`config.mk`:
```
export PLATFORM = sky130hd
export DESIGN_NAME = uart_tx_fifo
export DESIGN_NICKNAME = d
export VERILOG_FILES = /design/src/rtl/uart_tx_fifo.sv
export SDC_FILE = /design/constraint.sdc
export NUM_CORES = 1
export LEC_CHECK = 0
export BUFFER_PORTS_ARGS = -buffer_cell sky130_fd_sc_hd__buf_2
export CORE_MARGIN = 8
export CORE_UTILIZATION = 57
export DETAILED_ROUTE_END_ITERATION = 8
export GPL_TIMING_DRIVEN = 0
export PLACE_DENSITY = 0.75
export SYNTH_ARGS = -nofsm -noshare
export SYNTH_HDL_FRONTEND = slang
export SYNTH_SLANG_ARGS = --single-unit
```
`constraint.sdc`:
```
create_clock -name clk -period 3.55 [get_ports clk]
set_input_delay 0.71 -clock clk [delete_from_list [all_inputs] [get_ports clk]]
set_output_delay 0.71 -clock clk [all_outputs]
set_load 0.01 [all_outputs]
```
`src/rtl/uart_tx_fifo.sv`:
```
// Byte FIFO feeding a UART serializer through an IDLE/GUARD/DRAIN start handshake.
// Optional macro UART_TX_FIFO_CRLF_EN inserts 8'h0D ahead of every 8'h0A sent.
`timescale 1ns/1ps
module uart_tx_fifo #(
  parameter int DEPTH_LOG2 = 4
) (
  input  logic                  clk,
  input  logic                  resetn,
  input  logic [7:0]            wr_data,
  input  logic                  wr_valid,
  output logic                  wr_ready,
  output logic                  tx_start,
  output logic [7:0]            tx_data,
  input  logic                  tx_busy,
  output logic [DEPTH_LOG2:0]   level,
  output logic                  empty
);

  localparam int                DEPTH      = 1 << DEPTH_LOG2;
  localparam logic [DEPTH_LOG2:0] FULL_LEVEL = (DEPTH_LOG2 + 1)'(DEPTH);

  typedef enum logic [1:0] {
    ST_IDLE,
    ST_GUARD,
    ST_DRAIN
  } state_e;

  state_e                  state_q, state_d;
  logic [DEPTH_LOG2-1:0]   wr_ptr_q, wr_ptr_d;
  logic [DEPTH_LOG2-1:0]   rd_ptr_q, rd_ptr_d;
  logic [DEPTH_LOG2:0]     level_q, level_d;
  logic [7:0]              mem_q [DEPTH];
  logic [7:0]              head;
  logic                    push;
  logic                    pop;
`ifdef UART_TX_FIFO_CRLF_EN
  logic                    cr_q, cr_d;
`endif

  assign wr_ready = (level_q != FULL_LEVEL);
  assign empty    = (level_q == '0);
  assign level    = level_q;
  assign push     = wr_valid && wr_ready;
  assign head     = mem_q[rd_ptr_q];

  // NOTE: every output of this block gets a default first, so no path can infer a latch.
  always_comb begin
    state_d  = state_q;
    tx_start = 1'b0;
    tx_data  = 8'h00;
    pop      = 1'b0;
`ifdef UART_TX_FIFO_CRLF_EN
    cr_d     = cr_q;
`endif
    case (state_q)
      ST_IDLE: begin
        // Gated by resetn so no start is offered while reset is being applied.
        if (resetn && !empty && !tx_busy) begin
          tx_start = 1'b1;
          state_d  = ST_GUARD;
`ifdef UART_TX_FIFO_CRLF_EN
          if (head == 8'h0A && !cr_q) begin
            tx_data = 8'h0D;
            cr_d    = 1'b1;
          end else begin
            tx_data = head;
            pop     = 1'b1;
            cr_d    = 1'b0;
          end
`else
          tx_data = head;
          pop     = 1'b1;
`endif
        end
      end
      ST_GUARD: state_d = ST_DRAIN;
      ST_DRAIN: begin
        if (!tx_busy) state_d = ST_IDLE;
      end
      default: state_d = ST_IDLE;
    endcase
  end

  always_comb begin
    wr_ptr_d = wr_ptr_q;
    rd_ptr_d = rd_ptr_q;
    level_d  = level_q;
    if (push) wr_ptr_d = wr_ptr_q + DEPTH_LOG2'(1);
    if (pop)  rd_ptr_d = rd_ptr_q + DEPTH_LOG2'(1);
    case ({push, pop})
      2'b10:   level_d = level_q + (DEPTH_LOG2 + 1)'(1);
      2'b01:   level_d = level_q - (DEPTH_LOG2 + 1)'(1);
      default: level_d = level_q;
    endcase
  end

  always_ff @(posedge clk) begin
    if (!resetn) begin
      state_q  <= ST_IDLE;
      wr_ptr_q <= '0;
      rd_ptr_q <= '0;
      level_q  <= '0;
`ifdef UART_TX_FIFO_CRLF_EN
      cr_q     <= 1'b0;
`endif
    end else begin
      state_q  <= state_d;
      wr_ptr_q <= wr_ptr_d;
      rd_ptr_q <= rd_ptr_d;
      level_q  <= level_d;
`ifdef UART_TX_FIFO_CRLF_EN
      cr_q     <= cr_d;
`endif
    end
  end

  // NOTE: storage is left unreset; level and pointers alone decide which entries are valid.
  always_ff @(posedge clk) begin
    if (push) mem_q[wr_ptr_q] <= wr_data;
  end

endmodule
```
# [After elaboration in Yosys (flattened, before gate mapping)]
# Memories as Yosys holds them, arrays and structs flattened. A register that Yosys moved wholly into a read port is not among the register bits.
# Index checks and enable logic that the tools add are counted.
[totals] ff_bits=15 memories=1 ramBits=128 inputBits=12 out_inout_bits=16
[mem_list] name="mem_q" words=16 width=8 rd=1 rd_clocked_by_memory_dff=1 write_ports=1 line="32" source="logic [7:0] mem_q [DEPTH];"
[classes] n_reduce_logical=9 n_eq_ne=7 addsub=4 n_mux=12
[op_table] op="8-bit 2-to-1 mux" count=2
[op_table] op="5-bit one-hot mux with 2 select lines" count=1
[op_table] op="4-bit by 1-bit adder with 4-bit output, second input constant" count=2
[op_table] op="4-bit 2-to-1 mux" count=2
[op_table] op="2-bit one-hot mux with 3 select lines" count=1
[op_table] op="5-bit by 1-bit adder with 5-bit output, second input constant" count=1
[op_table] op="5-bit logical NOT" count=1
[op_table] op="5-bit != test, second input constant" count=1
[op_table] op="5-bit by 1-bit subtractor with 5-bit output, second input constant" count=1
[op_table] op="2-bit by 1-bit equality test with 1-bit output, second input constant" count=2
[op_table] op="2-bit equality test, second input constant" count=2
[op_table] op="1-bit 2-to-1 mux" count=4
[op_table] op="2-bit 2-to-1 mux" count=2
[op_table] op="2-bit != test, second input constant" count=2
[op_table] op="1-bit logical AND" count=3
[op_table] op="1-bit logical NOT" count=2
[op_table] op="2-bit logical NOT" count=1
[op_table] op="2-bit AND reduction" count=1
[op_table] op="2-bit nonzero test" count=1

# [Longest topological paths before layout]
# Gate-level depths: netlist of run 1.
[logic_depth] ltp_word=8 ltp_mapped=13 depth_no_buf=10

# [Worst setup path before layout of run 1]
# Ideal clock, no wire load.
[synth_path] path_kind="register to register" startpoint="register level_q[2] (netlist: level[2])" endpoint="register level_q[4] (netlist: level[4])" period_less_slack_ps=3015 setup_slack_ps=535 t_arrival_ps=2882 required_time_ps=3417 setup_ps=133 path_buffers=3 stages_incl_launch_ff=14 path_cell_list="dfxtp_1 buf_2 or4_4 o21ai_4 inv_2 buf_6 ha_1 clkbuf_1 xor2_1 ha_1 a31o_2 a21boi_0 nor4_1 o211ai_1"
[synth_between] elab_chain_cells=8 elab_cells_between_ends=14 classes_between="2 x add/sub; 3 x eq/ne; 3 x mux; 6 x reduce/logical"
[synth_rtl] item="start, declared" line="31" source="logic [DEPTH_LOG2:0] level_q, level_d;"
[synth_rtl] item="start signal, assigned" line="110" source="level_q <= level_d;"
[synth_rtl] item="5-bit logical NOT (*)" line="41" source="assign empty = (level_q == '0);"
[synth_rtl] item="1-bit logical NOT (*)" line="58" source="if (resetn && !empty && !tx_busy) begin"
[synth_rtl] item="1-bit logical AND (*) (2 in series)" line="58"
[synth_rtl] item="1-bit 2-to-1 mux (*) (2 in series)"
[synth_rtl] item="named net tx_start" line="12" source="output logic tx_start,"
[synth_rtl] item="2-bit by 1-bit equality test with 1-bit output / 2-bit equality test (equally long branches)" line="90" source="case ({push, pop})"
[synth_rtl] item="5-bit one-hot mux with 2 select lines / 2-bit nonzero test (equally long branches)"
# Mark *: on every way through the listed nets, which the timed path passes. The rest lies on a longest branch.
# A chain may end at the register's enable or synchronous reset.

==> results of run 1 <==
-- cells by family after synthesis --
kind of cell    count (synthesis)
flops                         147
mux                            41
compound gates                 19
simple gates                   73
fa+ha+maj                       8
buf+inv                        26
xor+xnor                       10
-- sequential cells by signal, indices dropped and copies added (netlist names), named ones only --
name	count
level	5
rd_ptr_q	4
state_q	2
wr_ptr_q	4
mem_q	128
-- how the worst min path moves through the flow --
stage                            from    endpoint  slack [ns]  depth (start not counted)
final                         tx_busy  state_q[1]        0.50                          3
after global routing          tx_busy  state_q[1]        0.49                          3
after CTS                     tx_busy  state_q[1]        0.48                          3
after detailed placement   state_q[0]  state_q[1]        0.50                          2
after global placement     state_q[0]  state_q[1]        0.48                          2
after floorplan           rd_ptr_q[1]    register        0.47                          2
-- final cells by class --
| class | instances | area [um^2] | share of cell area |
|---|---|---|---|
| Timing Repair Buffer | 28 | 142.6 | 0.02067 |
| Inverter | 7 | 26.28 | 0.003808 |
| Clock buffer | 19 | 421.7 | 0.06112 |
| Tap cell | 136 | 170.2 | 0.02466 |
| Clock inverter | 12 | 113.9 | 0.01650 |
| Buffer | 19 | 121.4 | 0.01759 |
| Multi-Input combinational cell | 151 | 1679 | 0.2434 |
| Sequential cell | 147 | 4224 | 0.6123 |
-- worst max-delay path: cells and delay by family (launching register included) --
family,cells,cell delay (ns)
and+or+nand+nor,1,0.17
muxes,2,0.96
buffers and inverters,2,0.69
DFF,1,0.37
-- power groups by stage --
stage,registers [W],clock network [W],logic (W)
2_1_floorplan,0.00204,0,0.000638
3_3_place_gp,0.00204,0,0.000856
3_5_place_dp,0.00204,0,0.000877
4_1_cts,0.00201,0.00164,0.000886
5_1_grt,0.00201,0.00172,0.000953
6_report,0.00200,0.00162,0.000874
-- layout by cell type (no fill, tap or decap), types with 3 or more instances in the layout --
| cell type | count |
|---|---|
| edfxtp_1 | 128 |
| buf_2 | 28 |
| mux4_2 | 27 |
| dfxtp_1 | 19 |
| clkbuf_16 | 16 |
| and2_1 | 15 |
| nor2_1 | 14 |
| nand2_1 | 14 |
| mux4_1 | 12 |
| clkbuf_1 | 10 |
| xnor2_1 | 8 |
| ha_1 | 8 |
| nand3_1 | 7 |
| inv_1 | 6 |
| buf_6 | 5 |
| clkinv_1 | 5 |
| buf_1 | 4 |
| a211oi_1 | 3 |
| nand2b_1 | 3 |
| a21boi_0 | 3 |
| o21ai_0 | 3 |
| and3b_1 | 3 |
-- per-layer routing --
layer  track usage  vias to the layer above
met1        0.2263                     1572
li1              -                     1381
met3       0.04629                        8
met4       0.05692                        0
met5             0                        -
met2        0.2716                      109
-- per-stage QoR --
step | setup slack (ns) | cell area [um^2] | total power [W]
2_1_floorplan | 0.5347 | 6041 | 0.002679
3_3_place_gp | 0.04599 | 6346 | 0.002891
3_5_place_dp | -0.06331 | 6356 | 0.002918
4_1_cts | 0.09822 | 6892 | 0.004534
5_1_grt | 0.01896 | 6899 | 0.004687
6_report | 0.1402 | 6899 | 0.004496
==> metrics.md, run 1 <==
| Metric | Value |
|---|---|
| Sequential element share of the synthesized area | 0.6993 |
| Post-CTS setup buffers | 0 |
| Netlist Area Pre-Place | 6041 um^2 |
| Cell Pwr Density | 651.6 nW/um^2 |
| Clk sink count | 147 |
| Final Max Tran Viols | 0 |
| Die Span Y | 118.9 um |
| Skew final | 0.004161 ns |
| Antenna Cells | 0 |
| Minimum clock period | 3.410 ns |
| Fmax | 293.3 MHz |
| Slowest CP cell | buf_1 |
| Synth-to-layout area growth | 14.21% |
| M1 WL | 4786 um |
| Peak supply drop | 435.7 uV |
| Die width | 118.9 um |
| Initial DRC Count | 304 |
| P_leak | 2.326 nW |
| Clock Tree Buf Depth | 2 |
| Core area | 10320 um^2 |
| Reg2Reg Setup Slack | 0.16 ns |
| Cells after DPL | 487 |
| Syn Area/Cell | 18.64 um^2 |
| Status | finished clean |
| Post-synthesis mux area share | 0.1562 |
| Max-slew headroom | 0.1269 |
| CP Capture Point | tx_data[3] |
| Post-synth cell types | 42 |
| Rows | 37 |
| Largest cells by area after synthesis | edfxtp_1 64%, mux4_2 10%, dfxtp_1 6.3% |
| Worst-path clk slew | 0.06 ns |
| Wire length per cell | 22.02 um |
| Worst EP required | 2.84 ns |
| Worst setup SP type | register |
| DR WL met3 | 901 um |
| Adder-Cell Fraction of Synth Area | 0.01657 |
| Layout Utilization | 0.6683 |
| Crit path kind | register to output pin |
| Slowest cell delay on critical path | 0.55 ns |
| Final Non-Filler Cells | 519 |
| Worst-case hold slack | 0.4987 ns |
| Share of layout cells above drive strength 1 | 0.2480 |
| Drt first pass iters | 4 |
| FFs w/ async S/R, synth | 0 |
| Final Cycle Share | 0.9605 |
| Internal power | 0.003375 W |
| CP arrival | 2.70 ns |
| Num CTS Buffers | 17 |
| Routed vias/inst | 5.915 |
| CP endpoint kind | output pin |
| GRT Total Usage | 0.1713 |
| Most frequent cell after synthesis | edfxtp_1 |
| Comb power frac | 0.194 |
| H-tree depth | 4 |
| Met2 Wirelength | 5630 um |
| Largest net degree at the start of global routing | 17 |
| Post-CTS Resized | 0 |
| Complex-gate fraction of the synthesized area | 0.02299 |
| CTS tree | yes |
| Fillers | 693 |
| Simple logic cell fraction of the synthesized area | 0.06607 |
| Final setup violation count | 0 |
| Initial antenna violation count | 0 |
| Routability cong. | 0.8478 |
| Top cell type by total area after synthesis | edfxtp_1 |
| Hpwl dp | 7544 um |
| RSZ-0062 raised after global routing | false |
| Port buffer count | 27 |
| Worst-Skew Late Latency | 0.51 ns |
| Yosys warns | 0 |
| Worst slew pin tran | 1.300 ns |
| Setup_tns | 0 ns |
| First-pass GRT wire length | 18110 um |
| Starting Density | 0.5851 |
| Hold-fix buffers, CTS | 0 |
| Mapped Nets | 344 |
| Cell Chain, Critical Path | buf_1 > mux4_1 > mux4_2 > and2_1 > buf_2 |
| Cell count after synthesis | 324 |
| DR vias | 3070 |
| Root Buffer | clkbuf_8 |
| CP max FO | 10 |
| DRC viols | 0 |
| Reg2Reg Depth | 13 |
| Synth cell count leaders | 128 x edfxtp_1, 27 x mux4_2, 19 x dfxtp_1, 15 x and2_1 |
| Gr ovfl total | 0 |
| NetSw | 0.001121 W |
| Final WL | 11430 um |
| Antenna-violating nets left | 0 |
| Final hold vios | 0 |
| Max_cap viols | 0 |
| XOR/XNOR Fraction of Synth Area | 0.01450 |
| Total I/O pin count | 28 |
| Highest Signal Layer | met4 |
| Clk pwr share | 0.360 |
| Full die area | 14150 um^2 |
| Switch share | 0.2493 |
| Vias in the first global route | 3127 |
| Final #Nets | 391 |
| Post-synth EDFFs | 128 |
| Number of synthesized register bits | 147 |
| Share of the synthesized area in the top cell type | 0.6363 |
| Worst hold path class | input port to register |
| Critical R2R Launch | level[2] |
| FF-to-FF End | level[4] |
| Main combinational cell family by area after synthesis | multiplexers |
| Dominant synthesized flop cell | edfxtp_1 |
| Sequential Power Share | 0.446 |
(Power assumes the default switching activity.)
==> run 2, diff against run 1 <==
==> constraint.sdc (replaced) <==
create_clock -name clk -period 3.55 [get_ports clk]
set_input_delay 0.355 -clock clk [delete_from_list [all_inputs] [get_ports clk]]
set_output_delay 0.355 -clock clk [all_outputs]
set_load 0.1 [all_outputs]
==> metrics.md, run 2 (synthesized netlist as in run 1, its figures left out) <==
| Metric | Value |
|---|---|
| Status | finished clean (unchanged) |
| Place WS | 0.2407 ns (was -0.06331 ns) |
| Fillers | 667 (was 693) |
| Minimum clock period | 3.209 ns (was 3.410 ns) |
| Setup_tns | 0 ns (unchanged) |
| Worst slew pin tran | 1.341 ns (was 1.300 ns) |
| P_leak | 2.319 nW (was 2.326 nW) |
| Initial DRC Count | 293 (was 304) |
| Endpoint, Worst Hold | state_q[1] (unchanged) |
| Critical R2R Launch | level[2] (unchanged) |
| Hold-fix buffers, CTS | 0 (unchanged) |
| Final WL | 11150 um (was 11430 um) |
| Peak supply drop | 581.3 uV (was 435.7 uV) |
| Fmax | 311.6 MHz (was 293.3 MHz) |
| Worst-Skew Late Latency | 0.52 ns (was 0.51 ns) |
| Rows | 37 (unchanged) |
| Most common cell after layout, fill and taps aside | edfxtp_1 (unchanged) |
| Full die area | 14150 um^2 (unchanged) |
| Antenna Cells | 0 (unchanged) |
| Total I/O pin count | 28 (unchanged) |
| WHS Path Cells | 3 (unchanged) |
| Placed Area | 6364 um^2 (was 6356 um^2) |
| Vias in the first global route | 3087 (was 3127) |
| Cell Pwr Density | 708.9 nW/um^2 (was 651.6 nW/um^2) |
| Post-route worst setup slack | 0.3412 ns (was 0.1402 ns) |
| Worst EP required | 3.19 ns (was 2.84 ns) |
| Clock Tree Buf Depth | 2 (unchanged) |
| Routability cong. | 0.8174 (was 0.8478) |
| CTS tree | yes (unchanged) |
| First-pass GRT wire length | 17510 um (was 18110 um) |
| Wire length per cell | 21.53 um (was 22.02 um) |
| Final Non-Filler Cells | 518 (was 519) |
| Final Max Tran Viols | 0 (unchanged) |
| Starting Density | 0.5851 (unchanged) |
| Antenna-violating nets left | 0 (unchanged) |
| Gr ovfl total | 0 (unchanged) |
| Core area | 10320 um^2 (unchanged) |
| CP arrival | 2.85 ns (was 2.70 ns) |
| Cells after DPL | 487 (unchanged) |
| Area occupied by multi-input gates | 1690 um^2 (was 1679 um^2) |
| Max_cap viols | 0 (unchanged) |
| Final #Nets | 389 (was 391) |
| Synth-to-layout area growth | 14.44% (was 14.21%) |
| CP endpoint kind | output pin (unchanged) |
| Cell Chain, Critical Path | buf_1 > mux4_1 > mux4_2 > and2_1 > buf_2 (unchanged) |
| Hpwl dp | 7140 um (was 7544 um) |
| Die Span Y | 118.9 um (unchanged) |
| Skew final | 0.01103 ns (was 0.004161 ns) |
| Initial antenna violation count | 0 (unchanged) |
| Register area | 4227 um^2 (was 4224 um^2) |
| Share of layout cells above drive strength 1 | 0.2723 (was 0.2480) |
| Die width | 118.9 um (unchanged) |
| Max reg flops | 128 (unchanged) |
| Root Buffer | clkbuf_8 (unchanged) |
| RSZ-0062 raised after global routing | false (unchanged) |
| Worst-path clk slew | 0.06 ns (about the same) |
| Final Cycle Share | 0.9039 (was 0.9605) |
| DRC viols | 0 (unchanged) |
| Reg2Reg Depth | 12 (was 13) |
| Hold_sp | tx_busy (unchanged) |
| Largest net degree at the start of global routing | 17 (unchanged) |
| DR vias | 3011 (was 3070) |
| Clk sink count | 147 (unchanged) |
| Reg with most FFs | mem_q (unchanged) |
| GRT Total Usage | 0.1676 (was 0.1713) |
| Worst hold path class | input port to register (unchanged) |
| Slowest CP cell | buf_1 (unchanged) |
| Num CTS Buffers | 17 (unchanged) |
| Final total power | 0.004901 W (was 0.004496 W) |
| CP max FO | 10 (unchanged) |
| Buf/Inv on CP | 2 (unchanged) |
| Reg2Reg Setup Slack | 0.35 ns (was 0.16 ns) |
| FF-to-FF End | level[4] (unchanged) |
| Final hold vios | 0 (unchanged) |
| Crit path kind | register to output pin (unchanged) |
| Fin area | 6913 um^2 (was 6899 um^2) |
| Most frequent cells in the layout | 128 x edfxtp_1, 28 x buf_2, 27 x mux4_2 (unchanged) |
| Port buffer count | 27 (unchanged) |
| Drt first pass iters | 4 (unchanged) |
| Final setup violation count | 0 (unchanged) |
| Routed vias/inst | 5.813 (was 5.915) |
| Slowest cell delay on critical path | 0.55 ns (about the same) |
| Max-slew headroom | 0.09910 (was 0.1269) |
| Worst setup SP type | register (unchanged) |
| H-tree depth | 4 (unchanged) |
| Largest delay share family, worst path | multiplexers (unchanged) |
-- run 2: changes by cell type in the layout (fill, tap and decap cells not counted), sizes merged --
| cell | change |
|---|---|
| clkinv | -2 |
| bufinv | -1 |
| inv | +2 |
| clkbuf | -4 |
| clkinvlp | +4 |
-- run 2: worst reg2reg max path, stage by stage (launching register included) --
cell	delay, ns
dfxtp_2	0.31
buf_2	0.15
or4_4	0.54
o21ai_4	0.26
inv_2	0.08
buf_6	0.15
ha_1	0.35
xor2_1	0.21
ha_1	0.23
a31o_2	0.26
a21boi_0	0.12
nor4_1	0.28
o211ai_1	0.12
-- run 2: stage by stage --
step                hold WS [ns]    util
finish                    0.1427  0.6696
global route              0.1451  0.6696
CTS                       0.1140  0.6694
detailed placement        0.5014  0.6164
global placement          0.4839  0.6154
floorplan                 0.4539       -
-- run 2: cell type report --
type	instances	area share
plain buffers	18	0.01701
clock buffers	17	0.05991
clock inverters	15	0.01919
inverters	7	0.003801
multi-input cells	151	0.2445
flip-flops and latches	147	0.6114
well taps	136	0.02462
repair buffers	27	0.01955
-- run 2: worst max path at each step --
stage,depth (start not counted),start,to
CTS,13,level[2],level[4]
finish,5,register,tx_data[4]
global route,12,level[2],level[4]
detailed placement,13,level[2],level[4]
global placement,13,level[2],level[4]
floorplan,12,level[3],level[4]
-- run 2: timing repair --
item                                   in CTS  in global routing
setup endpoints to repair                   0                  1
gates resized for setup                     0                  1
buffers inserted                            0                  0
endpoints found under the hold margin       0                  0
-- run 2: layer usage --
| layer | track usage | part of all wire | routed length (um) |
|---|---|---|---|
| met5 | 0 | 0 | 0 |
| met4 | 0.06957 | 0.011 | 121 |
| met3 | 0.04393 | 0.078 | 874 |
| met2 | 0.2536 | 0.48 | 5327 |
| met1 | 0.2276 | 0.43 | 4829 |
-- run 2: report_power, final --
part	internal [W]	switching (W)	total [W]
combinational	0.000433	0.000832	0.00126
clock	0.000932	0.000700	0.00163
sequential	0.00196	0.0000446	0.00200
==> run 3, diff against run 2 <==
BUFFER_PORTS_ARGS = -buffer_cell sky130_fd_sc_hd__clkbuf_2   (was -buffer_cell sky130_fd_sc_hd__buf_2)
==> metrics.md, run 3 (synthesized netlist as in run 1, its figures left out) <==
| Metric | Value |
|---|---|
| Crit path kind | register to register (was register to output pin) |
| Setup_tns | 0 ns (unchanged) |
| Internal power | 0.003322 W (was 0.003324 W) |
| Final Max Tran Viols | 0 (unchanged) |
| Core area | 10320 um^2 (unchanged) |
| RSZ-0062 raised after global routing | false (unchanged) |
| Final Cycle Share | 0.9484 (was 0.9039) |
| Max reg flops | 128 (unchanged) |
| Switch share | 0.3223 (was 0.3217) |
| P_leak | 2.307 nW (was 2.319 nW) |
| Worst EP required | 3.99 ns (was 3.19 ns) |
| GRT Total Usage | 0.1775 (was 0.1676) |
| Largest delay share family, worst path | compound AO/OA/AOI/OAI gates (was multiplexers) |
| Die Span Y | 118.9 um (unchanged) |
| Full die area | 14150 um^2 (unchanged) |
| Cell Pwr Density | 708.4 nW/um^2 (was 708.9 nW/um^2) |
| Skew final | 0.006858 ns (was 0.01103 ns) |
| Wire length per cell | 22.88 um (was 21.53 um) |
| Reg2Reg Depth | 13 (was 12) |
| Clk sink count | 147 (unchanged) |
| Post-route worst setup slack | 0.1831 ns (was 0.3412 ns) |
| Peak supply drop | 398.0 uV (was 581.3 uV) |
| Final setup violation count | 0 (unchanged) |
| Clk pwr share | 0.332 (was 0.333) |
| Slowest cell delay on critical path | 0.54 ns (was 0.55 ns) |
| Port buffer count | 27 (unchanged) |
| CP arrival | 3.81 ns (was 2.85 ns) |
| FF-to-FF End | level[4] (unchanged) |
| Most Frequent Cell on Critical Path | ha_1 |
| Starting Density | 0.5851 (unchanged) |
| Minimum clock period | 3.367 ns (was 3.209 ns) |
| Die width | 118.9 um (unchanged) |
| Hpwl dp | 7375 um (was 7140 um) |
| Routability cong. | 0.8152 (was 0.8174) |
| Comb power frac | 0.259 (was 0.258) |
| Cell Chain, Critical Path | buf_2 > or4_4 > o21ai_4 > inv_2 > buf_6 > ha_1 > clkbuf_1 > xor2_1 > ha_1 > a31o_2 > a2111oi_1 > nor4_1 > o211ai_1 (was buf_1 > mux4_1 > mux4_2 > and2_1 > buf_2) |
| Final hold vios | 0 (unchanged) |
| Routed vias/inst | 5.925 (was 5.813) |
| CP endpoint kind | register (was output pin) |
| DRC viols | 0 (unchanged) |
| NetSw | 0.001580 W (was 0.001577 W) |
| Fmax | 297.0 MHz (was 311.6 MHz) |
| H-tree depth | 4 (unchanged) |
| Most frequent cells in the layout | 128 x edfxtp_1, 27 x mux4_2, 27 x clkbuf_2 (was 128 x edfxtp_1, 28 x buf_2, 27 x mux4_2) |
| Final WL | 11880 um (was 11150 um) |
| Root Buffer | clkbuf_8 (unchanged) |
| Largest net degree at the start of global routing | 17 (unchanged) |
| First-pass GRT wire length | 18610 um (was 17510 um) |
| Critical R2R Launch | level[2] (unchanged) |
| Max-slew headroom | 0.08105 (was 0.09910) |
| Reg2Reg Setup Slack | 0.18 ns (was 0.35 ns) |
| WHS Path Cells | 3 (unchanged) |
| Final #Nets | 390 (was 389) |
| Place WS | 0.2387 ns (was 0.2407 ns) |
| Share of layout cells above drive strength 1 | 0.2742 (was 0.2723) |
| Antenna Cells | 0 (unchanged) |
| Vias in the first global route | 3138 (was 3087) |
| Rows | 37 (unchanged) |
| Hold_sp | tx_busy (unchanged) |
| Initial antenna violation count | 0 (unchanged) |
| Post-CTS setup buffers | 0 (unchanged) |
| Synth-to-layout area growth | 14.54% (was 14.44%) |
| CP max FO | 11 (was 10) |
| Antenna-violating nets left | 0 (unchanged) |
| Worst-Skew Late Latency | 0.52 ns (about the same) |
| Worst slew pin tran | 1.368 ns (was 1.341 ns) |
| Clock Tree Buf Depth | 2 (unchanged) |
| Total I/O pin count | 28 (unchanged) |
| Critical Path Stages | 13 (was 5) |
| CTS tree | yes (unchanged) |
| Worst hold path class | input port to register (unchanged) |
| Initial DRC Count | 311 (was 293) |
| Worst setup SP type | register (unchanged) |
| Endpoint, Worst Hold | state_q[1] (unchanged) |
| Num CTS Buffers | 17 (unchanged) |
| DR vias | 3075 (was 3011) |
| Sequential Power Share | 0.410 (was 0.409) |
| Buf/Inv on CP | 4 (was 2) |
| Drt first pass iters | 6 (was 4) |
| Worst-path clk slew | 0.06 ns (about the same) |
| Gr ovfl total | 0 (unchanged) |
| Most common cell after layout, fill and taps aside | edfxtp_1 (unchanged) |
| Slowest CP cell | or4_4 (was buf_1) |
| Status | finished clean (unchanged) |
| Max_cap viols | 0 (unchanged) |
| Reg with most FFs | mem_q (unchanged) |
## run 3: changes by cell type in the layout (fill, tap and decap cells not counted), sizes merged
cell and change:
inv -2, buf -27, clkinvlp +2, clkbuf +28
## run 3: routing by layer
layer	part of all wire	GRT usage	up-vias
met1	0.44	0.2432	1586
met4	0.012	0.06166	0
met3	0.063	0.04724	15
met2	0.49	0.2709	90
li1	-	-	1384
met5	0	0	-
## run 3: layout make-up
class | count | area, um^2
Clock buffer | 17 | 414.1
Multi-Input combinational cell | 151 | 1690
Timing Repair Buffer | 27 | 135.1
Fill cell | 692 | 3405
Inverter | 7 | 26.28
Sequential cell | 147 | 4227
Clock inverter | 15 | 135.1
Tap cell | 136 | 170.2
Buffer | 19 | 121.4
## run 3: power groups by stage
| stage | sequential, W | combinational [W] | clock, W |
|---|---|---|---|
| global placement | 0.00204 | 0.00125 | 0 |
| finish | 0.00201 | 0.00127 | 0.00163 |
| CTS | 0.00201 | 0.00128 | 0.00164 |
| floorplan | 0.00217 | 0.000895 | 0 |
| detailed placement | 0.00204 | 0.00126 | 0 |
| global route | 0.00202 | 0.00135 | 0.00172 |
## run 3: how the worst max path moves through the flow
stage	startpoint	endpoint	slack, ns
after floorplan	level[3]	level[4]	0.13
after detailed placement	level[2]	level[4]	0.24
after global placement	level[2]	level[4]	0.31
after CTS	register	tx_data[4]	0.17
after global routing	level[2]	level[4]	0.02
final	level[2]	level[4]	0.18
## run 3: per-stage QoR
| step | instances | power, W | instance area (um^2) | hold slack, ns | utilization |
|---|---|---|---|---|---|
| 3_5_place_dp | 487 | 0.003306 | 6364 | 0.4964 | 0.6164 |
| 5_1_grt | 519 | 0.005085 | 6919 | 0.1382 | 0.6702 |
| 2_1_floorplan | 324 | 0.003069 | 6048 | 0.4539 | - |
| 6_report | 519 | 0.004901 | 6919 | 0.1253 | 0.6702 |
| 4_1_cts | 519 | 0.004930 | 6913 | 0.1105 | 0.6696 |
| 3_3_place_gp | 487 | 0.003283 | 6354 | 0.4839 | 0.6154 |
## run 3: tightest hold or removal path: stages
cell and delay (ns):
clkbuf_2 0.09, nand3b_1 0.07, a21boi_0 0.08
## run 3: repair_timing
| action | in CTS | in global routing |
|---|---|---|
| hold buffers | 0 | 0 |
| setup endpoints to repair | 0 | 1 |
| resized for setup | 0 | 1 |
